==> config.mk <==
export PLATFORM = sky130hd
export DESIGN_NAME = rfphoenix_thread_enqueue_flat
export DESIGN_NICKNAME = d
export VERILOG_FILES = /design/src/rtl/rfphoenix_thread_enqueue_pkg.sv /design/src/rtl/rfphoenix_thread_enqueue_if.sv /design/src/rtl/rfphoenix_thread_enqueue_rr_pick.sv /design/src/rtl/rfphoenix_thread_enqueue.sv /design/src/flat_wrapper.sv
export SDC_FILE = /design/constraint.sdc
export NUM_CORES = 1
export LEC_CHECK = 0
export BUFFER_PORTS_ARGS = -buffer_cell sky130_fd_sc_hd__buf_2
export CORE_MARGIN = 5
export CORE_UTILIZATION = 50
export CTS_CLUSTER_SIZE = 8
export DETAILED_ROUTE_END_ITERATION = 10
export GPL_TIMING_DRIVEN = 0
export PLACE_DENSITY = 0.8
export SYNTH_ARGS = -nofsm -noshare
export SYNTH_HDL_FRONTEND = slang
export SYNTH_SLANG_ARGS = --single-unit
==> constraint.sdc <==
create_clock -name clk -period 6.8 [get_ports clk]
set_input_delay 1.02 -clock clk [delete_from_list [all_inputs] [get_ports clk]]
set_output_delay 1.02 -clock clk [all_outputs]
set_load 0.02 [all_outputs]
==> src/rtl/rfphoenix_thread_enqueue_pkg.sv <==
// Shared scheduler types: thread count, thread-ID and per-thread bitmap widths.
// Also holds a small one-hot helper used by the enqueue logic.
package rfPhoenixPkg;

  localparam int NTHREAD = 8;
  localparam int TIDW    = $clog2(NTHREAD);

  typedef logic [TIDW-1:0]    tid_t;
  typedef logic [NTHREAD-1:0] thread_mask_t;

  function automatic thread_mask_t tid_onehot(input tid_t t);
    return thread_mask_t'(1) << t;
  endfunction

endpackage

==> src/rtl/rfphoenix_thread_enqueue_if.sv <==
// Bundle between the thread-enqueue block and its environment.
// The master side drives the ready bitmap, done/flush and FIFO flags.
interface rfphoenix_thread_enqueue_if;

  rfPhoenixPkg::thread_mask_t req;
  logic                       done_v;
  rfPhoenixPkg::tid_t         done_tid;
  logic                       flush;
  logic                       fifo_almost_full;
  logic                       fifo_full;
  logic                       wr;
  rfPhoenixPkg::tid_t         di;
  rfPhoenixPkg::thread_mask_t queued;
  logic [31:0]                enq_count;

  modport master (
    output req, done_v, done_tid, flush, fifo_almost_full, fifo_full,
    input  wr, di, queued, enq_count
  );

  modport slave (
    input  req, done_v, done_tid, flush, fifo_almost_full, fifo_full,
    output wr, di, queued, enq_count
  );

endinterface

==> src/rtl/rfphoenix_thread_enqueue_rr_pick.sv <==
// Round-robin picker: rotate the eligible mask so rr_ptr sits at bit 0,
// take the lowest set bit, then add rr_ptr back (wraps naturally in TIDW bits).
module rfphoenix_rr_pick
  import rfPhoenixPkg::*;
(
  input  thread_mask_t i_elig,
  input  tid_t         i_rr_ptr,
  output logic         o_pick_v,
  output tid_t         o_pick_tid
);

  thread_mask_t w_rot;
  tid_t         w_off;

  generate
    for (genvar gi = 0; gi < NTHREAD; gi++) begin : g_rot
      assign w_rot[gi] = i_elig[tid_t'(gi) + i_rr_ptr];
    end
  endgenerate

  always_comb begin
    w_off = '0;
    for (int i = NTHREAD - 1; i >= 0; i--) begin
      if (w_rot[i]) w_off = tid_t'(i);
    end
  end

  assign o_pick_v   = |w_rot;
  assign o_pick_tid = w_off + i_rr_ptr;

endmodule

==> src/rtl/rfphoenix_thread_enqueue.sv <==
// Feeds ready thread IDs into the scheduler FIFO in round-robin order,
// never queueing a thread twice and backing off on almost_full/full.
module rfphoenix_thread_enqueue
  import rfPhoenixPkg::*;
(
  input  logic                      clk,
  input  logic                      rst,
  rfphoenix_thread_enqueue_if.slave bus
);

  logic         r_wr;
  tid_t         r_di;
  thread_mask_t r_queued;
  tid_t         r_rr_ptr;
  logic [31:0]  r_enq_count;

  thread_mask_t w_elig;
  thread_mask_t w_clr;
  thread_mask_t w_set;
  logic         w_pick_v;
  tid_t         w_pick_tid;
  logic         w_stall;
  logic         w_push;

  assign w_elig = bus.req & ~r_queued;

  rfphoenix_rr_pick u_pick (
    .i_elig     (w_elig),
    .i_rr_ptr   (r_rr_ptr),
    .o_pick_v   (w_pick_v),
    .o_pick_tid (w_pick_tid)
  );

  // almost_full leaves room for the push already registered on wr
  assign w_stall = bus.fifo_almost_full | bus.fifo_full;
  assign w_push  = w_pick_v & ~w_stall;
  assign w_clr   = bus.done_v ? tid_onehot(bus.done_tid) : '0;
  assign w_set   = w_push ? tid_onehot(w_pick_tid) : '0;

  always_ff @(posedge clk or negedge rst) begin
    if (!rst) begin
      r_wr        <= 1'b0;
      r_di        <= '0;
      r_queued    <= '0;
      r_rr_ptr    <= '0;
      r_enq_count <= '0;
    end else if (bus.flush) begin
      r_queued <= '0;
      r_wr     <= 1'b0;
    end else begin
      r_queued <= (r_queued & ~w_clr) | w_set;
      r_wr     <= w_push;
      if (w_push) begin
        r_di        <= w_pick_tid;
        r_rr_ptr    <= w_pick_tid + tid_t'(1);
        r_enq_count <= r_enq_count + 32'd1;
      end
    end
  end

  assign bus.wr        = r_wr;
  assign bus.di        = r_di;
  assign bus.queued    = r_queued;
  assign bus.enq_count = r_enq_count;

endmodule

==> src/flat_wrapper.sv <==
// flat-port wrapper written by rule: the top's interface ports become plain ports
module rfphoenix_thread_enqueue_flat import rfPhoenixPkg::*;
  (clk, rst, bus_req, bus_done_v, bus_done_tid, bus_flush, bus_fifo_almost_full, bus_fifo_full, bus_wr, bus_di, bus_queued, bus_enq_count);
  rfphoenix_thread_enqueue_if bus_i ();
  input  logic clk;
  input  logic rst;
  input wire logic [$bits(bus_i.req)-1:0] bus_req;
  input wire logic [$bits(bus_i.done_v)-1:0] bus_done_v;
  input wire logic [$bits(bus_i.done_tid)-1:0] bus_done_tid;
  input wire logic [$bits(bus_i.flush)-1:0] bus_flush;
  input wire logic [$bits(bus_i.fifo_almost_full)-1:0] bus_fifo_almost_full;
  input wire logic [$bits(bus_i.fifo_full)-1:0] bus_fifo_full;
  output wire logic [$bits(bus_i.wr)-1:0] bus_wr;
  output wire logic [$bits(bus_i.di)-1:0] bus_di;
  output wire logic [$bits(bus_i.queued)-1:0] bus_queued;
  output wire logic [$bits(bus_i.enq_count)-1:0] bus_enq_count;
  assign bus_i.req = bus_req;
  assign bus_i.done_v = bus_done_v;
  assign bus_i.done_tid = bus_done_tid;
  assign bus_i.flush = bus_flush;
  assign bus_i.fifo_almost_full = bus_fifo_almost_full;
  assign bus_i.fifo_full = bus_fifo_full;
  assign bus_wr = bus_i.wr;
  assign bus_di = bus_i.di;
  assign bus_queued = bus_i.queued;
  assign bus_enq_count = bus_i.enq_count;
  rfphoenix_thread_enqueue u_core (.clk(clk), .rst(rst), .bus(bus_i));
endmodule
==> report_table.html, run 1 <==
<table>
<tr><th>Metric</th><th>Value</th></tr>
<tr><th colspan="2">Timing</th></tr>
<tr><td>Number of slew-limit violations in the final report</td><td>0</td></tr>
<tr><td>Hold Fails Final Rpt</td><td>0</td></tr>
<tr><td>Highest clock rate</td><td>roughly 0.24 GHz</td></tr>
<tr><td>Setup repair after global routing missed its margin</td><td>no</td></tr>
<tr><td>Minimum clock period</td><td>between 4 and 5 ns</td></tr>
<tr><td># setup viols final</td><td>0</td></tr>
<tr><td>Final worst-path cycle share</td><td>0.611</td></tr>
<tr><td>Headroom to the max-slew limit</td><td>0.324</td></tr>
<tr><td>Transition at the pin with the smallest max-transition slack</td><td>around 1 ns</td></tr>
<tr><td>Worst Clk Skew</td><td>0.0173 ns</td></tr>
<tr><td>Worst setup slack after layout</td><td>2.64 ns</td></tr>
<tr><td>Aggregate negative setup slack</td><td>0 ns</td></tr>
<tr><th colspan="2">Global routing</th></tr>
<tr><td>Maximum number of pins on one net before global-route repair</td><td>48</td></tr>
<tr><td>Global-route congestion overflow total</td><td>0</td></tr>
<tr><td>Number of antenna violations at the first check in global routing</td><td>0</td></tr>
<tr><td>Number of global-route vias before repair</td><td>2618</td></tr>
<tr><td>GRT Resource Usage Total</td><td>0.204</td></tr>
<tr><td>First-pass GRT wire length</td><td>12800 microns</td></tr>
<tr><th colspan="2">Yosys</th></tr>
<tr><td>Gate count of the mapped netlist</td><td>300</td></tr>
<tr><td>Sequential-to-total area share from yosys stat</td><td>0.377</td></tr>
<tr><td>Most instantiated flip-flop cell in the synthesis netlist</td><td>sky130_fd_sc_hd__dfrtp_1</td></tr>
<tr><td>FFs w/ async S/R, synth</td><td>1.00</td></tr>
<tr><td>Netlist area before placement</td><td>3120 sq um</td></tr>
<tr><td>Distinct cells, synth</td><td>56</td></tr>
<tr><td>EDFF count, synth</td><td>0</td></tr>
<tr><td>Post-synthesis register bit count</td><td>47</td></tr>
<tr><td>Number of nets produced by synthesis</td><td>327</td></tr>
<tr><td>YS warnings</td><td>0</td></tr>
<tr><td>Mean area per synthesized cell</td><td>10.4 sq um</td></tr>
<tr><th colspan="2">Floorplan</th></tr>
<tr><td>Number of core rows</td><td>28</td></tr>
<tr><td>Die extent in x</td><td>89.0 microns</td></tr>
<tr><td>Initial core utilization</td><td>0.521</td></tr>
<tr><td>Core region area</td><td>5990 sq um</td></tr>
<tr><td>Vertical extent of the die</td><td>89.0 microns</td></tr>
<tr><td>Die area</td><td>7920 sq um</td></tr>
<tr><td>Ports placed on the boundary</td><td>61</td></tr>
<tr><th colspan="2">Drt</th></tr>
<tr><td>Number of design-rule violations left by the first detailed-router iteration</td><td>about 160</td></tr>
<tr><td>Routed vias</td><td>2664</td></tr>
<tr><td>Post-detailed-routing wire length</td><td>just under 8000 microns</td></tr>
<tr><td>Final ANT Viol Nets</td><td>0</td></tr>
<tr><td>Via-per-instance ratio</td><td>around 6.0</td></tr>
<tr><td>Routed len/inst</td><td>17.5 microns</td></tr>
<tr><td>Pre-Repair DR Iteration Count</td><td>4</td></tr>
<tr><td>Residual DRC</td><td>0</td></tr>
<tr><th colspan="2">Final layout</th></tr>
<tr><td>Share of cells above drive strength 1</td><td>0.283</td></tr>
<tr><td>Fill cells</td><td>494</td></tr>
<tr><td>Ant. Diodes</td><td>0</td></tr>
<tr><td>Fin nets</td><td>394</td></tr>
<tr><td>Most frequent standard cell in the layout excluding fill and tap cells</td><td>sky130_fd_sc_hd__buf_2</td></tr>
<tr><td>Layout Cell Area excl Fill</td><td>3660 sq um</td></tr>
<tr><td>Number of cells in the finished layout apart from fillers</td><td>roughly 440</td></tr>
<tr><td>Top library cells by usage in the layout, fill and taps aside</td><td>sky130_fd_sc_hd__buf_2 (62), sky130_fd_sc_hd__dfrtp_1 (47), sky130_fd_sc_hd__xor2_1 (30)</td></tr>
<tr><td>Area occupied by multi-input gates</td><td>1820 sq um</td></tr>
<tr><td>Register Area</td><td>~1200 sq um</td></tr>
<tr><td>Signed area change from the synthesized netlist to the final layout</td><td>17.1%</td></tr>
<tr><th colspan="2">Placed design</th></tr>
<tr><td>Count of port buffers added during placement</td><td>60</td></tr>
<tr><td>Worst setup timing slack at the placement stage</td><td>approximately 2.4 ns</td></tr>
<tr><td>Placed Cells</td><td>435</td></tr>
<tr><td>GPL Wtd Cong</td><td>a little under 0.9</td></tr>
<tr><td>Placed wire-length estimate</td><td>~6000 microns</td></tr>
<tr><td>Post-placement cell area</td><td>around 3500 sq um</td></tr>
<tr><th colspan="2">Clocking</th></tr>
<tr><td>Max Buffers Root-to-Sink</td><td>2</td></tr>
<tr><td>Count of cells resized by post-cts repair</td><td>0</td></tr>
<tr><td>TritonCTS Sinks</td><td>47</td></tr>
<tr><td>CTS tree</td><td>built</td></tr>
<tr><td>Htree depth</td><td>2</td></tr>
<tr><td>Post-CTS Setup Bufs</td><td>0</td></tr>
<tr><td>Root cell of the clock tree</td><td>sky130_fd_sc_hd__clkbuf_8</td></tr>
<tr><td>TritonCTS Buffers</td><td>5</td></tr>
<tr><td>Hold Buf Count CTS</td><td>0</td></tr>
<tr><td>Clk pin slew, worst setup/hold paths</td><td>0.10 ns</td></tr>
<tr><td>Clock latency of the later-clocked register in the worst-skew pair</td><td>~0.31 ns</td></tr>
<tr><th colspan="2">Flow run</th></tr>
<tr><td>Number of violations of the max-capacitance limit</td><td>0</td></tr>
<tr><th colspan="2">Pwr</th></tr>
<tr><td>Power per standard cell area</td><td>between 500 and 600 nW/um^2</td></tr>
<tr><td>Standby leakage power</td><td>1.83 nW</td></tr>
<tr><td>Largest vdd supply drop</td><td>435 uV</td></tr>
<tr><th colspan="2">Status</th></tr>
<tr><td>Status</td><td>finished clean</td></tr>
<tr><th colspan="2">Critical path</th></tr>
<tr><td>Max Fanout on Critical Path</td><td>10</td></tr>
<tr><td>Crit path arrival time</td><td>4.34 ns</td></tr>
<tr><td>Nature of the critical path endpoint</td><td>register</td></tr>
<tr><td>Launching element type of the critical path</td><td>register</td></tr>
<tr><td>Critical path data required time</td><td>6.98 ns</td></tr>
<tr><td>Critical Setup Path Class</td><td>reg2reg</td></tr>
<tr><th colspan="2">Worst hold path</th></tr>
<tr><td>Type of the worst min-delay path</td><td>reg2reg</td></tr>
</table>
critical path, cell delays in order, from the launching register on:
cell,delay [ns]
sky130_fd_sc_hd__dfrtp_1,0.45
sky130_fd_sc_hd__buf_4,0.20
sky130_fd_sc_hd__inv_2,0.07
sky130_fd_sc_hd__buf_6,0.14
sky130_fd_sc_hd__ha_1,0.21
sky130_fd_sc_hd__xnor2_1,0.27
sky130_fd_sc_hd__mux4_2,0.59
sky130_fd_sc_hd__o21ai_0,0.17
sky130_fd_sc_hd__a21oi_1,0.09
sky130_fd_sc_hd__o21ai_0,0.20
sky130_fd_sc_hd__ha_1,0.19
sky130_fd_sc_hd__fa_1,0.23
sky130_fd_sc_hd__xor2_1,0.41
sky130_fd_sc_hd__a21oi_2,0.14
sky130_fd_sc_hd__nor2_1,0.15
sky130_fd_sc_hd__ha_1,0.24
sky130_fd_sc_hd__mux2_1,0.29
cell families (layout without fill, tap and decap cells):
logic type      count (synthesis)  after routing  share of synthesized area
compound gates                 62             62                      0.161
xor+xnor                       35             35                     0.0982
fa+ha+maj                      10             10                     0.0425
simple gates                  105            105                      0.198
mux                            17             17                     0.0822
buf+inv                        24             92                     0.0417
flops                          47             47                      0.377
power by group:
| group | switching (W) | total [W] | internal (W) |
|---|---|---|---|
| registers | 0.0000650 | 0.000395 | 0.000330 |
| logic | 0.000749 | 0.00123 | 0.000477 |
| clock network | 0.000100 | 0.000250 | 0.000149 |
registers in the layout, indices dropped and copies added, names as in the netlist:
register and flops:
u_core.bus.wr 1, u_core.r_rr_ptr 3, u_core.bus.enq_count 32, u_core.bus.queued 8, u_core.bus.di 3
layout make-up:
type | instances | area share
multi-input combinational | 229 | 0.497
sequential | 47 | 0.322
timing repair buffer | 60 | 0.0821
tap | 75 | 0.0257
buffer | 13 | 0.0243
clock inverter | 3 | 0.0195
clock buffer | 5 | 0.0188
inverter | 11 | 0.0113
cells in the mapped netlist (5+ instances only):
| master | number | share of area |
|---|---|---|
| sky130_fd_sc_hd__nand2_1 | 22 | 0.026 |
| sky130_fd_sc_hd__nor2b_1 | 9 | 0.018 |
| sky130_fd_sc_hd__and3_1 | 5 | 0.010 |
| sky130_fd_sc_hd__o31ai_1 | 7 | 0.017 |
| sky130_fd_sc_hd__nand4_1 | 15 | 0.030 |
| sky130_fd_sc_hd__ha_1 | 9 | 0.036 |
| sky130_fd_sc_hd__mux4_2 | 6 | 0.043 |
| sky130_fd_sc_hd__inv_1 | 10 | 0.012 |
| sky130_fd_sc_hd__xnor2_1 | 5 | 0.014 |
| sky130_fd_sc_hd__a2111oi_2 | 7 | 0.034 |
| sky130_fd_sc_hd__a21oi_1 | 20 | 0.032 |
| sky130_fd_sc_hd__xor2_1 | 30 | 0.084 |
| sky130_fd_sc_hd__nor2_1 | 11 | 0.013 |
| sky130_fd_sc_hd__nand3_1 | 15 | 0.024 |
| sky130_fd_sc_hd__dfrtp_1 | 47 | 0.38 |
routing by layer:
layer	share of wire	GRT usage	wire length (microns)	vias to the layer above
met5	0	0	0	-
met4	0.0085	0.0514	66	0
met3	0.069	0.0286	533	5
met2	0.48	0.333	3740	104
met1	0.44	0.289	3390	1293
li1	-	-	-	1262
worst paths after layout:
path	from	end	slack [ns]	cells after the start
max in group asynchronous	rst	u_core.r_rr_ptr[0]$_DFFE_PN0P_	5.28	1
worst max-delay path	u_core.r_rr_ptr[0]$_DFFE_PN0P_	u_core.r_rr_ptr[2]$_DFFE_PN0P_	2.64	16
worst min register to register	u_core.bus.enq_count[31]$_DFFE_PN0P_	u_core.bus.enq_count[31]$_DFFE_PN0P_	0.47	1
worst max register to register	u_core.r_rr_ptr[0]$_DFFE_PN0P_	u_core.r_rr_ptr[2]$_DFFE_PN0P_	2.64	16
min in group asynchronous	rst	u_core.bus.queued[6]$_DFF_PN0_	0.89	1
worst min-delay path	u_core.bus.enq_count[31]$_DFFE_PN0P_	u_core.bus.enq_count[31]$_DFFE_PN0P_	0.47	1
stage by stage:
step / power [W] / hold slack (ns) / util
final: 0.00187 / 0.474 / 0.610
after global routing: 0.00200 / 0.510 / 0.610
after global placement: 0.00156 / 0.452 / 0.587
after CTS: 0.00186 / 0.474 / 0.610
after floorplan: 0.00130 / 0.578 / -
after detailed placement: 0.00160 / 0.461 / 0.587
(Power assumes the default switching activity.)
==> run 2, diff against run 1 <==
clock period = 4.07 ns   (was 6.8 ns; I/O delays follow)
==> run 2 against run 1 <==
Compared with the run above:
- utilization is 0.75 points higher
- sequential share of layout area fell by 0.36 points
- via count grew 3.1%
- clock power is 68% higher
- final cell count did not move
- sequential cell count stayed put
- combinational power is 78% higher
- critical path depth fell by 2
- register-to-register slack got worse by 2.4 ns
==> report_table.html, run 2 (same netlist as run 1, synthesis figures left out) <==
<table>
<tr><th>Metric</th><th>Value</th></tr>
<tr><th colspan="2">Drt</th></tr>
<tr><td>Routed len/inst</td><td>17.8 microns (was 17.5 microns)</td></tr>
<tr><td>Routed vias</td><td>2746 (was 2664)</td></tr>
<tr><td>Residual DRC</td><td>0 (unchanged)</td></tr>
<tr><td>Via-per-instance ratio</td><td>6.20 (was 6.01)</td></tr>
<tr><td>Final ANT Viol Nets</td><td>0 (unchanged)</td></tr>
<tr><td>Number of design-rule violations left by the first detailed-router iteration</td><td>146 (was 156)</td></tr>
<tr><td>Pre-Repair DR Iteration Count</td><td>5 (was 4)</td></tr>
<tr><td>Post-detailed-routing wire length</td><td>7870 microns (was 7730 microns)</td></tr>
<tr><th colspan="2">Timing</th></tr>
<tr><td>Number of slew-limit violations in the final report</td><td>0 (unchanged)</td></tr>
<tr><td>Minimum clock period</td><td>3.87 ns (was 4.16 ns)</td></tr>
<tr><td>Setup repair after global routing missed its margin</td><td>no (unchanged)</td></tr>
<tr><td># setup viols final</td><td>0 (unchanged)</td></tr>
<tr><td>Highest clock rate</td><td>0.258 GHz (was 0.240 GHz)</td></tr>
<tr><td>Hold Fails Final Rpt</td><td>0 (unchanged)</td></tr>
<tr><td>Post-route worst hold slack</td><td>0.475 ns (was 0.474 ns)</td></tr>
<tr><td>Headroom to the max-slew limit</td><td>0.324 (about the same)</td></tr>
<tr><td>Final worst-path cycle share</td><td>0.951 (was 0.611)</td></tr>
<tr><td>Transition at the pin with the smallest max-transition slack</td><td>1.01 ns (about the same)</td></tr>
<tr><td>Worst Clk Skew</td><td>0.0197 ns (was 0.0173 ns)</td></tr>
<tr><th colspan="2">Flow run</th></tr>
<tr><td>Number of violations of the max-capacitance limit</td><td>0 (unchanged)</td></tr>
<tr><th colspan="2">Placed design</th></tr>
<tr><td>Placed wire-length estimate</td><td>5950 microns (unchanged)</td></tr>
<tr><td>Count of port buffers added during placement</td><td>60 (unchanged)</td></tr>
<tr><td>GPL Wtd Cong</td><td>0.890 (unchanged)</td></tr>
<tr><td>Post-placement cell area</td><td>3520 sq um (unchanged)</td></tr>
<tr><th colspan="2">Critical path</th></tr>
<tr><td>Nature of the critical path endpoint</td><td>register (unchanged)</td></tr>
<tr><td>Launching element type of the critical path</td><td>register (unchanged)</td></tr>
<tr><td>Most Frequent Cell on Critical Path</td><td>sky130_fd_sc_hd__ha_1 (unchanged)</td></tr>
<tr><td>Critical-path cell list</td><td>buf_4, inv_2, buf_6, ha_1, mux4_2, a21oi_1, o21ai_1, ha_1, fa_2, xor2_4, a21oi_4, nor2_1, ha_1, mux2_1 (was buf_4, inv_2, buf_6, ha_1, xnor2_1, mux4_2, o21ai_0, a21oi_1, o21ai_0, ha_1, fa_1, xor2_1, a21oi_2, nor2_1, ha_1, mux2_1)</td></tr>
<tr><td>Top Family by Delay on Critical Path</td><td>adder cells (was multiplexers)</td></tr>
<tr><td>Max Fanout on Critical Path</td><td>10 (unchanged)</td></tr>
<tr><td>Critical path data required time</td><td>4.25 ns (was 6.98 ns)</td></tr>
<tr><td>Number of buffers and inverters on the critical path</td><td>3 (unchanged)</td></tr>
<tr><td>Crit path arrival time</td><td>4.05 ns (was 4.34 ns)</td></tr>
<tr><td>Critical Setup Path Class</td><td>reg2reg (unchanged)</td></tr>
<tr><td>Max stage delay cell, worst path</td><td>sky130_fd_sc_hd__mux4_2 (unchanged)</td></tr>
<tr><td>Slowest Stage Delay on Critical Path</td><td>0.59 ns (about the same)</td></tr>
<tr><th colspan="2">Global routing</th></tr>
<tr><td>Maximum number of pins on one net before global-route repair</td><td>48 (unchanged)</td></tr>
<tr><td>First-pass GRT wire length</td><td>12900 microns (was 12800 microns)</td></tr>
<tr><td>Number of antenna violations at the first check in global routing</td><td>0 (unchanged)</td></tr>
<tr><td>GRT Resource Usage Total</td><td>0.205 (was 0.204)</td></tr>
<tr><td>Global-route congestion overflow total</td><td>0 (unchanged)</td></tr>
<tr><td>Number of global-route vias before repair</td><td>2631 (was 2618)</td></tr>
<tr><th colspan="2">Floorplan</th></tr>
<tr><td>Vertical extent of the die</td><td>89.0 microns (unchanged)</td></tr>
<tr><td>Initial core utilization</td><td>0.521 (unchanged)</td></tr>
<tr><td>Die extent in x</td><td>89.0 microns (unchanged)</td></tr>
<tr><td>Ports placed on the boundary</td><td>61 (unchanged)</td></tr>
<tr><td>Core region area</td><td>5990 sq um (unchanged)</td></tr>
<tr><td>Die area</td><td>7920 sq um (unchanged)</td></tr>
<tr><td>Number of core rows</td><td>28 (unchanged)</td></tr>
<tr><th colspan="2">Clocking</th></tr>
<tr><td>TritonCTS Sinks</td><td>47 (unchanged)</td></tr>
<tr><td>TritonCTS Buffers</td><td>5 (unchanged)</td></tr>
<tr><td>Count of cells resized by post-cts repair</td><td>2 (was 0)</td></tr>
<tr><td>Root cell of the clock tree</td><td>sky130_fd_sc_hd__clkbuf_8 (unchanged)</td></tr>
<tr><td>Clock latency of the later-clocked register in the worst-skew pair</td><td>0.31 ns (about the same)</td></tr>
<tr><td>Clk pin slew, worst setup/hold paths</td><td>0.09 ns (was 0.10 ns)</td></tr>
<tr><td>Post-CTS Setup Bufs</td><td>0 (unchanged)</td></tr>
<tr><td>Hold Buf Count CTS</td><td>0 (unchanged)</td></tr>
<tr><td>Max Buffers Root-to-Sink</td><td>2 (unchanged)</td></tr>
<tr><td>Htree depth</td><td>2 (unchanged)</td></tr>
<tr><td>CTS tree</td><td>built (unchanged)</td></tr>
<tr><th colspan="2">Pwr</th></tr>
<tr><td>Largest vdd supply drop</td><td>789 uV (was 435 uV)</td></tr>
<tr><td>Standby leakage power</td><td>1.84 nW (was 1.83 nW)</td></tr>
<tr><td>Power per standard cell area</td><td>884 nW/um^2 (was 512 nW/um^2)</td></tr>
<tr><th colspan="2">Final layout</th></tr>
<tr><td>Ant. Diodes</td><td>0 (unchanged)</td></tr>
<tr><td>Fill cells</td><td>486 (was 494)</td></tr>
<tr><td>Most frequent standard cell in the layout excluding fill and tap cells</td><td>sky130_fd_sc_hd__buf_2 (unchanged)</td></tr>
<tr><td>Layout Cell Area excl Fill</td><td>3700 sq um (was 3660 sq um)</td></tr>
<tr><td>Share of cells above drive strength 1</td><td>0.296 (was 0.283)</td></tr>
<tr><td>Number of flip-flops under the largest register name</td><td>32 (unchanged)</td></tr>
<tr><td>Signed area change from the synthesized netlist to the final layout</td><td>18.6% (was 17.1%)</td></tr>
<tr><td>Fin nets</td><td>394 (unchanged)</td></tr>
<tr><td>Top library cells by usage in the layout, fill and taps aside</td><td>sky130_fd_sc_hd__buf_2 (62), sky130_fd_sc_hd__dfrtp_1 (46), sky130_fd_sc_hd__xor2_1 (29) (was sky130_fd_sc_hd__buf_2 (62), sky130_fd_sc_hd__dfrtp_1 (47), sky130_fd_sc_hd__xor2_1 (30))</td></tr>
<tr><th colspan="2">Status</th></tr>
<tr><td>Status</td><td>finished clean (unchanged)</td></tr>
<tr><th colspan="2">Worst hold path</th></tr>
<tr><td>Type of the worst min-delay path</td><td>in2async (was reg2reg)</td></tr>
</table>
## run 2: cell types whose count changed in the layout (fill, tap and decap cells not counted)
cell                      previous run  this run
sky130_fd_sc_hd__xnor2_2             0         2
sky130_fd_sc_hd__o21ai_0             2         1
sky130_fd_sc_hd__a21oi_4             1         2
sky130_fd_sc_hd__o21ai_1             2         3
sky130_fd_sc_hd__xor2_4              0         1
sky130_fd_sc_hd__fa_1                1         0
sky130_fd_sc_hd__dfrtp_2             0         1
sky130_fd_sc_hd__fa_2                0         1
sky130_fd_sc_hd__xor2_1             30        29
sky130_fd_sc_hd__xnor2_1             5         3
sky130_fd_sc_hd__a21oi_2             1         0
sky130_fd_sc_hd__dfrtp_1            47        46
## run 2: metrics by stage
step | cells | TNS [ns] | power [W] | setup WS (ns) | util
floorplan | 300 | 0 | 0.00217 | 0.429 | -
global placement | 435 | 0 | 0.00261 | 0.0604 | 0.587
detailed placement | 435 | -0.00349 | 0.00267 | -0.00349 | 0.587
CTS | 443 | 0 | 0.00314 | 0.00930 | 0.613
global route | 443 | 0 | 0.00348 | 0.0215 | 0.618
finish | 443 | 0 | 0.00327 | 0.200 | 0.618
## run 2: worst paths after layout
check	start	endpoint	slack [ns]	depth (start not counted)
setup / recovery	u_core.r_rr_ptr[0]$_DFFE_PN0P_	u_core.r_rr_ptr[2]$_DFFE_PN0P_	0.20	14
hold reg to reg	u_core.bus.enq_count[31]$_DFFE_PN0P_	u_core.bus.enq_count[31]$_DFFE_PN0P_	0.48	1
setup reg to reg	u_core.r_rr_ptr[0]$_DFFE_PN0P_	u_core.r_rr_ptr[2]$_DFFE_PN0P_	0.20	14
hold / removal	rst	u_core.bus.queued[6]$_DFF_PN0_	0.48	1
max in group asynchronous	rst	u_core.r_rr_ptr[0]$_DFFE_PN0P_	2.89	1
min in group clk	u_core.bus.enq_count[31]$_DFFE_PN0P_	u_core.bus.enq_count[31]$_DFFE_PN0P_	0.48	1
## run 2: cell type report
class | count | area, sq um | area share
inverters | 11 | 41.3 | 0.0112
well taps | 75 | 93.8 | 0.0254
plain buffers | 13 | 88.8 | 0.0240
multi-input cells | 229 | 1860 | 0.502
clock inverters | 3 | 71.3 | 0.0193
repair buffers | 60 | 300 | 0.0811
clock buffers | 5 | 68.8 | 0.0186
flip-flops and latches | 47 | 1180 | 0.318
## run 2: power breakdown
part	switching, W	leakage [nW]	internal (W)
clock	0.000169	0.0703	0.000249
sequential	0.000108	0.623	0.000553
combinational	0.00132	1.14	0.000872
## run 2: metal layers
metal	global-route usage	part of all wire	up-vias
met5	0	0	-
met1	0.289	0.44	1340
li1	-	-	1265
met4	0.0514	0.017	0
met2	0.337	0.47	129
met3	0.0286	0.072	12
==> run 3, diff against run 2 <==
PLACE_DENSITY = 0.81   (was 0.8)
==> run 3 against run 2 <==
Compared with the run above:
- power is 2.1% lower
- via count is 0.73% lower
- hold slack better by 0.0034 ns
- die area stayed put
- utilization hardly changed
- sequential cell count stayed put
- routed wire length is 1.7% lower
- sequential power hardly changed
- register-to-register slack worse by 0.03 ns
- largest power group unchanged
- highest routed layer unchanged
==> report_table.html, run 3 (same netlist as run 1, synthesis figures left out) <==
<table>
<tr><th>Metric</th><th>Value</th></tr>
<tr><th colspan="2">Status</th></tr>
<tr><td>Status</td><td>finished clean (unchanged)</td></tr>
<tr><th colspan="2">Final layout</th></tr>
<tr><td>Number of flip-flops under the largest register name</td><td>32 (unchanged)</td></tr>
<tr><td>Share of cells above drive strength 1</td><td>0.302 (was 0.296)</td></tr>
<tr><td>Most frequent standard cell in the layout excluding fill and tap cells</td><td>sky130_fd_sc_hd__buf_2 (unchanged)</td></tr>
<tr><td>Ant. Diodes</td><td>0 (unchanged)</td></tr>
<tr><td>Fin nets</td><td>397 (was 394)</td></tr>
<tr><td>Signed area change from the synthesized netlist to the final layout</td><td>18.5% (was 18.6%)</td></tr>
<tr><td>Top library cells by usage in the layout, fill and taps aside</td><td>sky130_fd_sc_hd__buf_2 (62), sky130_fd_sc_hd__dfrtp_1 (46), sky130_fd_sc_hd__xor2_1 (29) (unchanged)</td></tr>
<tr><th colspan="2">Placed design</th></tr>
<tr><td>GPL Wtd Cong</td><td>0.915 (was 0.890)</td></tr>
<tr><td>Count of port buffers added during placement</td><td>60 (unchanged)</td></tr>
<tr><td>Worst setup timing slack at the placement stage</td><td>-0.0202 ns (was -0.00349 ns)</td></tr>
<tr><td>Placed wire-length estimate</td><td>5840 microns (was 5950 microns)</td></tr>
<tr><th colspan="2">Critical path</th></tr>
<tr><td>Critical path data required time</td><td>4.26 ns (was 4.25 ns)</td></tr>
<tr><td>Critical register-to-register path startpoint</td><td>u_core.r_rr_ptr[0]$_DFFE_PN0P_ (unchanged)</td></tr>
<tr><td>Launching element type of the critical path</td><td>register (unchanged)</td></tr>
<tr><td>Max Fanout on Critical Path</td><td>10 (unchanged)</td></tr>
<tr><td>Minimum setup slack among reg-to-reg paths</td><td>0.17 ns (was 0.20 ns)</td></tr>
<tr><td>Nature of the critical path endpoint</td><td>register (unchanged)</td></tr>
<tr><td>Worst-case reg-to-reg path depth</td><td>14 (unchanged)</td></tr>
<tr><td>Critical Setup Path Class</td><td>reg2reg (unchanged)</td></tr>
<tr><td>Crit path arrival time</td><td>4.08 ns (was 4.05 ns)</td></tr>
<tr><td>Reg-to-reg endpoint</td><td>u_core.r_rr_ptr[2]$_DFFE_PN0P_ (unchanged)</td></tr>
<tr><th colspan="2">Drt</th></tr>
<tr><td>Final ANT Viol Nets</td><td>0 (unchanged)</td></tr>
<tr><td>Top metal layer carrying routed signals</td><td>met4 (unchanged)</td></tr>
<tr><td>Via-per-instance ratio</td><td>6.11 (was 6.20)</td></tr>
<tr><td>Routed vias</td><td>2726 (was 2746)</td></tr>
<tr><td>Number of design-rule violations left by the first detailed-router iteration</td><td>218 (was 146)</td></tr>
<tr><td>Residual DRC</td><td>0 (unchanged)</td></tr>
<tr><td>Total length of routed met2 wires</td><td>3720 microns (was 3730 microns)</td></tr>
<tr><td>Pre-Repair DR Iteration Count</td><td>4 (was 5)</td></tr>
<tr><td>Met3 wirelength from detailed routing</td><td>513 microns (was 566 microns)</td></tr>
<tr><td>Post-detailed-routing wire length</td><td>7740 microns (was 7870 microns)</td></tr>
<tr><td>Routed len/inst</td><td>17.4 microns (was 17.8 microns)</td></tr>
<tr><td>Routed metal-1 wirelength</td><td>3340 microns (was 3440 microns)</td></tr>
<tr><th colspan="2">Clocking</th></tr>
<tr><td>Hold Buf Count CTS</td><td>0 (unchanged)</td></tr>
<tr><td>TritonCTS Buffers</td><td>5 (unchanged)</td></tr>
<tr><td>Clk pin slew, worst setup/hold paths</td><td>0.10 ns (was 0.09 ns)</td></tr>
<tr><td>Root cell of the clock tree</td><td>sky130_fd_sc_hd__clkbuf_8 (unchanged)</td></tr>
<tr><td>Clock latency of the later-clocked register in the worst-skew pair</td><td>0.31 ns (about the same)</td></tr>
<tr><td>Htree depth</td><td>2 (unchanged)</td></tr>
<tr><td>TritonCTS Sinks</td><td>47 (unchanged)</td></tr>
<tr><td>CTS tree</td><td>built (unchanged)</td></tr>
<tr><td>Max Buffers Root-to-Sink</td><td>2 (unchanged)</td></tr>
<tr><th colspan="2">Worst hold path</th></tr>
<tr><td>End point of the worst hold path</td><td>u_core.bus.enq_count[31]$_DFFE_PN0P_</td></tr>
<tr><td>Start point of the worst hold path</td><td>u_core.bus.enq_count[31]$_DFFE_PN0P_</td></tr>
<tr><td>Hold path cells</td><td>1</td></tr>
<tr><td>Type of the worst min-delay path</td><td>reg2reg (was in2async)</td></tr>
<tr><th colspan="2">Timing</th></tr>
<tr><td>Final worst-path cycle share</td><td>0.958 (was 0.951)</td></tr>
<tr><td>Worst setup slack after layout</td><td>0.173 ns (was 0.200 ns)</td></tr>
<tr><td>Transition at the pin with the smallest max-transition slack</td><td>1.06 ns (was 1.01 ns)</td></tr>
<tr><td>Number of slew-limit violations in the final report</td><td>0 (unchanged)</td></tr>
<tr><td>Headroom to the max-slew limit</td><td>0.296 (was 0.324)</td></tr>
<tr><td>Hold Fails Final Rpt</td><td>0 (unchanged)</td></tr>
<tr><td>Minimum clock period</td><td>3.90 ns (was 3.87 ns)</td></tr>
<tr><td># setup viols final</td><td>0 (unchanged)</td></tr>
<tr><td>Highest clock rate</td><td>0.257 GHz (was 0.258 GHz)</td></tr>
<tr><td>Worst Clk Skew</td><td>0.0151 ns (was 0.0197 ns)</td></tr>
<tr><td>Post-route worst hold slack</td><td>0.479 ns (was 0.475 ns)</td></tr>
<tr><th colspan="2">Floorplan</th></tr>
<tr><td>Number of core rows</td><td>28 (unchanged)</td></tr>
<tr><td>Die extent in x</td><td>89.0 microns (unchanged)</td></tr>
<tr><td>Ports placed on the boundary</td><td>61 (unchanged)</td></tr>
<tr><td>Core region area</td><td>5990 sq um (unchanged)</td></tr>
<tr><td>Initial core utilization</td><td>0.521 (unchanged)</td></tr>
<tr><td>Vertical extent of the die</td><td>89.0 microns (unchanged)</td></tr>
<tr><td>Die area</td><td>7920 sq um (unchanged)</td></tr>
<tr><th colspan="2">Pwr</th></tr>
<tr><td>Power per standard cell area</td><td>866 nW/um^2 (was 884 nW/um^2)</td></tr>
<tr><td>Standby leakage power</td><td>1.84 nW (about the same)</td></tr>
<tr><td>Largest vdd supply drop</td><td>688 uV (was 789 uV)</td></tr>
<tr><td>PnR Total Power</td><td>0.00320 W (was 0.00327 W)</td></tr>
<tr><th colspan="2">Global routing</th></tr>
<tr><td>Number of antenna violations at the first check in global routing</td><td>0 (unchanged)</td></tr>
<tr><td>Maximum number of pins on one net before global-route repair</td><td>48 (unchanged)</td></tr>
<tr><td>First-pass GRT wire length</td><td>13000 microns (was 12900 microns)</td></tr>
<tr><td>Number of global-route vias before repair</td><td>2656 (was 2631)</td></tr>
<tr><td>GRT Resource Usage Total</td><td>0.209 (was 0.205)</td></tr>
<tr><td>Global-route congestion overflow total</td><td>0 (unchanged)</td></tr>
<tr><th colspan="2">Flow run</th></tr>
<tr><td>Number of violations of the max-capacitance limit</td><td>0 (unchanged)</td></tr>
</table>
[run 3: cell count changes in the layout (fill, tap and decap cells not counted)]
cell                         delta
sky130_fd_sc_hd__inv_8          -1
sky130_fd_sc_hd__bufinv_16      -1
sky130_fd_sc_hd__clkinvlp_4     +1
sky130_fd_sc_hd__inv_6          +1
sky130_fd_sc_hd__buf_4          +3
sky130_fd_sc_hd__o21ai_0        +1
sky130_fd_sc_hd__o21ai_1        -1
[run 3: per-layer routing]
| layer | up-vias | track usage |
|---|---|---|
| li1 | 1262 | - |
| met1 | 1335 | 0.292 |
| met4 | 0 | 0.0744 |
| met3 | 15 | 0.0313 |
| met2 | 114 | 0.331 |
| met5 | - | 0 |
[run 3: worst max path at each step]
stage | from | to | cells past startpoint
2_1_floorplan | u_core.r_rr_ptr[0]$_DFFE_PN0P_ | u_core.r_rr_ptr[2]$_DFFE_PN0P_ | 14
3_3_place_gp | u_core.r_rr_ptr[0]$_DFFE_PN0P_ | u_core.r_rr_ptr[2]$_DFFE_PN0P_ | 16
3_5_place_dp | u_core.r_rr_ptr[0]$_DFFE_PN0P_ | u_core.r_rr_ptr[2]$_DFFE_PN0P_ | 16
4_1_cts | u_core.r_rr_ptr[0]$_DFFE_PN0P_ | u_core.r_rr_ptr[2]$_DFFE_PN0P_ | 14
5_1_grt | u_core.r_rr_ptr[0]$_DFFE_PN0P_ | u_core.r_rr_ptr[2]$_DFFE_PN0P_ | 14
6_report | u_core.r_rr_ptr[0]$_DFFE_PN0P_ | u_core.r_rr_ptr[2]$_DFFE_PN0P_ | 14
[run 3: area by class of cell]
cell class / count / area (sq um)
fillers: 509 / 2290
repair buffers: 63 / 323
clock buffers: 5 / 68.8
inverters: 11 / 41.3
multi-input cells: 229 / 1860
flip-flops and latches: 47 / 1180
plain buffers: 13 / 88.8
well taps: 75 / 93.8
clock inverters: 3 / 46.3
[run 3: what timing repair did]
action,CTS,global route
pin swaps,0,1
gates resized for setup,1,6
endpoints found under the setup margin,1,6
setup buffers,0,3
cloned,0,0
[run 3: critical path, stage by stage, from the launching register on]
cell and delay, ns:
sky130_fd_sc_hd__dfrtp_2 0.41, sky130_fd_sc_hd__buf_4 0.18, sky130_fd_sc_hd__inv_2 0.07, sky130_fd_sc_hd__buf_6 0.14, sky130_fd_sc_hd__ha_1 0.23, sky130_fd_sc_hd__xnor2_2 0.23, sky130_fd_sc_hd__mux4_2 0.57, sky130_fd_sc_hd__o21ai_0 0.18
sky130_fd_sc_hd__a21oi_1 0.08, sky130_fd_sc_hd__o21ai_0 0.20, sky130_fd_sc_hd__ha_1 0.19, sky130_fd_sc_hd__fa_2 0.49, sky130_fd_sc_hd__ha_1 0.25, sky130_fd_sc_hd__ha_1 0.28, sky130_fd_sc_hd__mux2_1 0.29
[run 3: stage by stage]
step	util	std cells	setup TNS, ns	instance area, sq um
after floorplan	-	300	0	3120
after global placement	0.587	435	0	3520
after detailed placement	0.587	435	-0.0202	3520
after CTS	0.607	443	0	3640
after global routing	0.617	446	-0.0124	3700
final	0.617	446	0	3700
[run 3: power breakdown]
group          leakage [nW]  total (W)  internal [W]  switching, W
Clock                0.0548   0.000355      0.000185      0.000170
Combinational          1.16    0.00219      0.000883       0.00130
Sequential            0.623   0.000659      0.000553      0.000106
Total                  1.84    0.00320       0.00162       0.00158
